[config.mk]
export PLATFORM = sky130hd
export DESIGN_NAME = password_check_fsm_flat
export DESIGN_NICKNAME = d
export VERILOG_FILES = /design/src/rtl/password_check_fsm_if.sv /design/src/rtl/password_check_fsm.sv /design/src/flat_wrapper.sv
export SDC_FILE = /design/constraint.sdc
export NUM_CORES = 1
export LEC_CHECK = 0
export ABC_CLOCK_PERIOD_IN_PS = 2400
export CORE_UTILIZATION = 54
export CTS_CLUSTER_DIAMETER = 200
export DETAILED_ROUTE_END_ITERATION = 10
export MAX_ROUTING_LAYER = met4
export PLACE_DENSITY_LB_ADDON = 0.1
export SYNTH_ARGS = -nofsm -noshare
export SYNTH_HDL_FRONTEND = slang
export SYNTH_SLANG_ARGS = --single-unit
[constraint.sdc]
create_clock -name clk -period 2.4 [get_ports clk]
set_input_delay 0.48 -clock clk [delete_from_list [all_inputs] [get_ports clk]]
set_output_delay 0.48 -clock clk [all_outputs]
set_load 0.05 [all_outputs]
[src/rtl/password_check_fsm_if.sv]
// Handshake bundle for the password gate: golden-password programming, entry, and
// check result/status lines.
interface password_check_fsm_if #(
   parameter int PASS_W       = 32,
   parameter int MAX_ATTEMPTS = 3
);
   localparam int CNT_W = $clog2(MAX_ATTEMPTS + 1);

   logic              prog_valid;
   logic [PASS_W-1:0] prog_data;
   logic              prog_ready;
   logic              pass_valid;
   logic [PASS_W-1:0] pass_data;
   logic              pass_ready;
   logic              logout;
   logic              resp_valid;
   logic              resp_ok;
   logic              grant_access;
   logic              locked;
   logic [CNT_W-1:0]  fail_count;

   modport master (
      output prog_valid, prog_data, pass_valid, pass_data, logout,
      input  prog_ready, pass_ready, resp_valid, resp_ok, grant_access, locked, fail_count
   );

   modport slave (
      input  prog_valid, prog_data, pass_valid, pass_data, logout,
      output prog_ready, pass_ready, resp_valid, resp_ok, grant_access, locked, fail_count
   );
endinterface

[src/rtl/password_check_fsm.sv]
// Password gate with a write-once golden value, data-independent check latency
// and a fixed-length lockout after repeated failures.
module password_check_fsm #(
   parameter int PASS_W         = 32,
   parameter int MAX_ATTEMPTS   = 3,
   parameter int LOCKOUT_CYCLES = 16
) (
   input logic                 clk,
   input logic                 resetn,
   password_check_fsm_if.slave bus
);
   localparam int CNT_W = $clog2(MAX_ATTEMPTS + 1);
   localparam int LCK_W = $clog2(LOCKOUT_CYCLES + 1);

   typedef enum logic [2:0] {IDLE, CMP, RESP, GRANT, LOCKED} state_t;

   state_t            state;
   logic [PASS_W-1:0] golden;
   logic [PASS_W-1:0] diff;
   logic              golden_set;
   logic              mismatch;
   logic [CNT_W-1:0]  fail_count;
   logic [LCK_W-1:0]  lock_cnt;

   // Status lines decode only registered state, so they never depend on inputs.
   assign bus.prog_ready   = !golden_set && (state == IDLE);
   assign bus.pass_ready   = golden_set && (state == IDLE);
   assign bus.resp_valid   = (state == RESP);
   assign bus.resp_ok      = (state == RESP) && !mismatch;
   assign bus.grant_access = (state == GRANT);
   assign bus.locked       = (state == LOCKED);
   assign bus.fail_count   = fail_count;

   // The compare always walks IDLE->CMP->RESP with a full-width reduction, so the
   // answer arrives on the same cycle whatever bits differ.
   always_ff @(posedge clk or negedge resetn) begin
      if (!resetn) begin
         state      <= IDLE;
         golden     <= '0;
         diff       <= '0;
         golden_set <= 1'b0;
         mismatch   <= 1'b0;
         fail_count <= '0;
         lock_cnt   <= '0;
      end else begin
         case (state)
            IDLE: begin
               if (bus.prog_valid && !golden_set) begin
                  golden     <= bus.prog_data;
                  golden_set <= 1'b1;
               end
               if (bus.pass_valid && golden_set) begin
                  diff  <= bus.pass_data ^ golden;
                  state <= CMP;
               end
            end
            CMP: begin
               mismatch <= |diff;
               diff     <= '0;
               state    <= RESP;
            end
            RESP: begin
               if (!mismatch) begin
                  fail_count <= '0;
                  state      <= GRANT;
               end else if ((int'(fail_count) + 1) < MAX_ATTEMPTS) begin
                  fail_count <= fail_count + CNT_W'(1);
                  state      <= IDLE;
               end else begin
                  fail_count <= CNT_W'(MAX_ATTEMPTS);
                  lock_cnt   <= LCK_W'(LOCKOUT_CYCLES);
                  state      <= LOCKED;
               end
            end
            GRANT: begin
               if (bus.logout) begin
                  state <= IDLE;
               end
            end
            LOCKED: begin
               if (lock_cnt == LCK_W'(1)) begin
                  lock_cnt   <= '0;
                  fail_count <= '0;
                  state      <= IDLE;
               end else begin
                  lock_cnt <= lock_cnt - LCK_W'(1);
               end
            end
            default: state <= IDLE;
         endcase
      end
   end
endmodule

[src/flat_wrapper.sv]
// flat-port wrapper written by rule: the top's interface ports become plain ports
module password_check_fsm_flat 
#(
   parameter int PASS_W         = 32,
   parameter int MAX_ATTEMPTS   = 3,
   parameter int LOCKOUT_CYCLES = 16
)
  (clk, resetn, bus_prog_valid, bus_prog_data, bus_pass_valid, bus_pass_data, bus_logout, bus_prog_ready, bus_pass_ready, bus_resp_valid, bus_resp_ok, bus_grant_access, bus_locked, bus_fail_count);
  password_check_fsm_if #(.PASS_W(PASS_W), .MAX_ATTEMPTS(MAX_ATTEMPTS)) bus_i ();
  input logic clk;
  input logic resetn;
  input wire logic [$bits(bus_i.prog_valid)-1:0] bus_prog_valid;
  input wire logic [$bits(bus_i.prog_data)-1:0] bus_prog_data;
  input wire logic [$bits(bus_i.pass_valid)-1:0] bus_pass_valid;
  input wire logic [$bits(bus_i.pass_data)-1:0] bus_pass_data;
  input wire logic [$bits(bus_i.logout)-1:0] bus_logout;
  output wire logic [$bits(bus_i.prog_ready)-1:0] bus_prog_ready;
  output wire logic [$bits(bus_i.pass_ready)-1:0] bus_pass_ready;
  output wire logic [$bits(bus_i.resp_valid)-1:0] bus_resp_valid;
  output wire logic [$bits(bus_i.resp_ok)-1:0] bus_resp_ok;
  output wire logic [$bits(bus_i.grant_access)-1:0] bus_grant_access;
  output wire logic [$bits(bus_i.locked)-1:0] bus_locked;
  output wire logic [$bits(bus_i.fail_count)-1:0] bus_fail_count;
  assign bus_i.prog_valid = bus_prog_valid;
  assign bus_i.prog_data = bus_prog_data;
  assign bus_i.pass_valid = bus_pass_valid;
  assign bus_i.pass_data = bus_pass_data;
  assign bus_i.logout = bus_logout;
  assign bus_prog_ready = bus_i.prog_ready;
  assign bus_pass_ready = bus_i.pass_ready;
  assign bus_resp_valid = bus_i.resp_valid;
  assign bus_resp_ok = bus_i.resp_ok;
  assign bus_grant_access = bus_i.grant_access;
  assign bus_locked = bus_i.locked;
  assign bus_fail_count = bus_i.fail_count;
  password_check_fsm #(.PASS_W(PASS_W), .MAX_ATTEMPTS(MAX_ATTEMPTS), .LOCKOUT_CYCLES(LOCKOUT_CYCLES)) u_core (.clk(clk), .resetn(resetn), .bus(bus_i));
endmodule
* Word-level counts from Yosys, hierarchy flattened *
Cells that the tools add are included.

operators by class
  $mul = 0
  shifts and indexed selects = 0
  reduce and logical (&&, ||, !) cells = 16
  bitwise operators = 1
  add/subtract/negate cells = 3
  divide/modulo/power cells = 0
  $lt $le $gt $ge = 1
  muxes and demuxes = 16
  equality and inequality tests = 10

operators with widths
  kind                                                          count
  case mux 32 bit (2 select lines)                              1
  less-than comparator 32 x 3 -> 1 bit (second input constant)  1
  two-way mux 32 bit                                            1
  OR reduction 32 bit                                           1
  XOR 32 bit                                                    1
  two-way mux 3 bit                                             5
  two-way mux 5 bit                                             3
  case mux 3 bit (5 select lines)                               1
  case mux 5 bit (2 select lines)                               1
  equality test 3 x 2 -> 1 bit (second input constant)          2
  two-way mux 2 bit                                             3
  != test 2 bit (second input constant)                         3
  AND reduction 2 bit                                           3
  AND reduction 3 bit                                           2
  equality test 5 x 1 -> 1 bit (second input constant)          1
  logical AND 1 bit                                             5
  subtractor 5 x 1 -> 5 bit (second input constant)             1
  != test 2 x 1 -> 1 bit (second input constant)                2
  case mux 2 bit (2 select lines)                               1
  nonzero test 2 bit                                            2
  adder 2 x 1 -> 3 bit (second input constant)                  1
  equality test 3 x 1 -> 1 bit (second input constant)          1
  equality test 3 bit (second input constant)                   1
  logical NOT 3 bit                                             1
  2 further kinds                                               3

word-level totals
  logic and storage cells = 54
  memory bits (writable) = 0
  memories kept = 0
  memory bits (read-only) = 0
  output and inout bits = 8
  latch bits = 0
  bits in registers = 76

* Depth between registers and ports, before layout *
Gate-level depths: netlist of the first run.

  depth after elaboration = 5
  gate-level depth with buffers = 6
  depth with buffers taken out = 6

* Worst setup path after synthesis of the first run *
OpenSTA, ideal clock, no wires.

  path type = register -> output
  start point = reg u_core.state[0]
  end point = out bus_resp_ok
  path slack = 0.356 ns
  buffers on the path = 1
  required time = 1.920 ns
  stages on the path, launching flop included = 4
  arrival = 1.564 ns
  path through = dfrtp_1 buf_4 or3b_4 nor2_1

between the ends
  cells in the longest elaborated chain, start to end = 2

RTL lines
  element                       line                      source
  from (decl)                   password_check_fsm.sv:17  state_t state;
  from (signal assigned)        password_check_fsm.sv:38  state <= IDLE;
  from (signal assigned)        password_check_fsm.sv:54  state <= CMP;
  from (signal assigned)        password_check_fsm.sv:60  state <= RESP;
  equality test 3 x 2 -> 1 bit  password_check_fsm.sv:29  assign bus.resp_ok = (state == RESP) && !mismatch;
  logical AND 1 bit             password_check_fsm.sv:29
  to (decl)                     flat_wrapper.sv:20        output wire logic [$bits(bus_i.resp_ok)-1:0] bus_resp_ok;

No other way between the ends.

* Final worst setup path of the first run *
  start point = reg u_core.state[1]
  end point = out bus_resp_ok

The elaborated chain is that of the path after synthesis.

==> out/summary.md, run 1 <==
## Outcome
• outcome: complete, no violations

## Global route
• largest net degree at the start of global routing: 47
• overall global routing resource usage: 21.6%
• wire length of the first global-routing pass: 10.2 mm
• antenna violations before repair: 0
• vias in the first global route: 2255
• total overflow reported by the global router: 0

## Setup path
• cell-by-cell trace of the critical path: or3b_4 > nor2_1 > buf_12
• required time at the endpoint of the critical path: 1.92 ns
• crit-path leading delay family: simple AND/OR/NAND/NOR gates
• worst setup path class: register to primary output
• Critical Path Fanout Max: 10
• worst-path cell with the longest stage delay: dfrtp_1
• nature of the critical path startpoint: register
• combined buffer and inverter count along the critical path: 1
• Arrival @ worst endpoint: 1.65 ns
• maximum cell stage delay along the critical path: 0.52 ns
• kind of end point of the critical path: primary output

## Hold path
• Min-Delay Path Class: input pin to asynchronous set/reset pin

## Clock tree
• TritonCTS buffer count: 9
• clock buffer depth: 2
• master cell of the clock root buffer: clkbuf_8
• TritonCTS sink count: 76
• clk slew on worst S/H paths: 0.07 ns
• total number of H-tree levels: 3
• clock tree from TritonCTS: yes
• CTS hold repair buffers: 0
• number of buffers inserted by post-CTS setup repair: 0
• clk_lat worst skew: 0.34 ns

## Cells and area
• core occupancy in the finished layout: 73.4%
• top library cells by usage in the layout, fill and taps aside: 76 x dfrtp_1, 69 x clkdlybuf4s50_1, 39 x o21ai_0, 33 x xnor2_1, 33 x nand3_1
• Net count, final: 433
• Syn-to-layout area delta: 30.0%
• leading cell type in the layout, fill and taps excluded: dfrtp_1
• count of antenna diodes in the layout: 0
• final cell count without fillers: 441
• ratio of cells with drive above 1 in the final layout: 17.2%

## Timing
• Max Fclk: 469 MHz
• Least-Margin Pin Slew: 0.504 ns
• final clock period utilization by the worst path: 88.8%
• Clock Skew: 0.00815 ns
• crit path time final: 2.13 ns
• Final Max Slew Viols: 0
• total of endpoints with negative setup slack in the final report: 0
• TNS Setup: 0 ns
• RSZ-0062 raised after global routing: no
• Hold Fails Final Rpt: 0
• Hold Worst Slack: 0.0627 ns
• max-slew headroom at the worst pin: 66.3%

## Power and ir drop
• maximum ir drop on the vdd rail: 0.881 mV
• combinational share of power: 38.6%
• power density over cell area: 1130 mW/mm^2
• Design Power: 0.00497 W
• share of power burned in the clock network: 15.9%
• Net Switching: 0.00178 W
• Leakage: 1.86 nW
• Flop pwr share: 45.5%
• switching share of total power: 35.7%
• cell internal power dissipation: 0.00320 W

## Synth
• sequential area share after synthesis: 56.3%
• number of synthesized register bits: 76
• Post-Syn Nets: 357
• cell area after synthesis: 0.00338 sq mm
• count of mapped cells out of synthesis: 286
• post-synthesis async set-or-reset flop share: 100%
• leading post-synthesis cells by cell area: dfrtp_1 56%, mux2_2 11%, xnor2_1 8.6%
• EDFF count, synth: 0
• Yosys warning total: 0
• library cell with the largest summed area after synthesis: dfrtp_1
• post-synth cell types: 37
• Top FF cell, synth: dfrtp_1
• Post-Syn Area per Cell: 11.8 sq um
• portion of synthesized cell area occupied by the leading cell type: 56.3%

## Routing
• detailed-route via count: 2334
• average wire per cell in the routed design: 13.9 um
• number of DRC violations after detailed routing: 0
• post-route ant nets: 0
• Via-to-Cell Ratio: 5.29
• final wirelength: 6.15 mm
• first drt pass iteration count: 4
• Starting DRT DRC Count: 93

## Floorplan
• Rows: 28
• Die Area: 0.00658 sq mm
• Starting Density: 56.4%
• Die Width: 81.1 um
• number of placed I/O pins: 77
• Die Ht: 81.1 um
• Floorplan Core Area: 0.00599 sq mm

## Flow run
• max-cap violations: 0

## Placement
• number of placed cells counting well taps: 426
• HPWL reported at the end of detailed placement: 4.26 mm
• port bufs: 76
• GPL Wtd Cong: 0.761

## path summary, 6_finish.rpt
path / start / to / slack (ns) / cells past startpoint
min in group clk: u_core.diff[24]$_DFFE_PN0P_ / u_core.diff[24]$_DFFE_PN0P_ / 0.50 / 2
min: resetn / u_core.bus.fail_count[0]$_DFFE_PN0P_ / 0.06 / 1
max reg2reg: u_core.state[0]$_DFFE_PN0P_ / u_core.diff[8]$_DFFE_PN0P_ / 0.52 / 5
min reg2reg: u_core.diff[24]$_DFFE_PN0P_ / u_core.diff[24]$_DFFE_PN0P_ / 0.50 / 2
max: u_core.state[1]$_DFFE_PN0P_ / bus_resp_ok / 0.27 / 3
max in group asynchronous: resetn / u_core.diff[3]$_DFFE_PN0P_ / 1.76 / 2
## per-layer routing
metal | global-route usage (%) | routed length [um] | up-vias
met5 | - | 0 | -
met2 | 34.3 | 3050 | 53
met3 | 6.52 | 289 | 8
met4 | 9.82 | 89 | 0
met1 | 25.3 | 2720 | 1118
li1 | - | - | 1155
## sequential cells by signal (all words and copies together) (netlist names)
register	cells
u_core.diff	32
u_core.golden_set	1
u_core.lock_cnt	5
u_core.golden	32
u_core.bus.fail_count	2
u_core.state	3
u_core.mismatch	1
## synthesized netlist by cell type, types with 2 or more instances
cell / number
nand4_1: 2
nand2_2: 2
nor3_1: 2
nand2_1: 9
inv_1: 3
clkbuf_1: 7
o21ai_0: 39
ha_1: 2
buf_4: 2
dfrtp_1: 76
buf_6: 3
nor4_1: 8
xnor2_1: 33
or3b_4: 2
nand3_1: 34
buf_1: 2
nor2_1: 8
a21oi_1: 2
mux2_2: 32
## final cells by class
class	count	area, sq um
timing repair buffer	80	853
clock buffer	12	135
clock inverter	3	15.0
sequential	76	1900
fill	451	1600
tap	75	93.8
inverter	5	23.8
multi-input combinational	190	1370
## cells by family (layout without fill, tap and decap cells)
kind of cell	Yosys count	count (layout)	synth area share [%]
compound gates	49	49	8.29
xor+xnor	33	33	8.55
fa+ha+maj	2	2	0.740
buf+inv	20	100	3.29
flops	76	76	56.3
mux	33	33	11.0
simple gates	73	73	11.9
## per-stage QoR
| step | area, sq um | worst slack [ns] |
|---|---|---|
| 3_3_place_gp | 4240 | 0.410 |
| 4_1_cts | 4390 | 0.00947 |
| 5_1_grt | 4390 | 0.177 |
| 3_5_place_dp | 4240 | 0.386 |
| 2_1_floorplan | 3380 | 0.356 |
| 6_report | 4390 | 0.269 |
## power by group through the flow
stage          logic, W  clock network [W]  registers [W]
2_1_floorplan   0.00143                  0        0.00219
3_3_place_gp    0.00188                  0        0.00226
3_5_place_dp    0.00194                  0        0.00228
4_1_cts         0.00195           0.000817        0.00226
5_1_grt         0.00213           0.000877        0.00233
6_report        0.00192           0.000790        0.00226
## repair_timing
item,4_1_cts,5_1_grt
endpoints found under the hold margin,0,0
endpoints found under the setup margin,0,1
resized for setup,0,1
No activity file was read; power rests on OpenSTA's default activity.
==> inputs of run 2 (changes only) <==
--- a/config.mk
+++ b/config.mk
@@ -9,8 +9,10 @@
 export CORE_UTILIZATION = 54
 export CTS_CLUSTER_DIAMETER = 200
 export DETAILED_ROUTE_END_ITERATION = 10
+export GPL_TIMING_DRIVEN = 1
 export MAX_ROUTING_LAYER = met4
 export PLACE_DENSITY_LB_ADDON = 0.1
+export SKIP_LAST_GASP = 1
 export SYNTH_ARGS = -nofsm -noshare
 export SYNTH_HDL_FRONTEND = slang
 export SYNTH_SLANG_ARGS = --single-unit
==> results of run 2 <==
No change in the layout: final DEF, timing and power equal those of run 1.
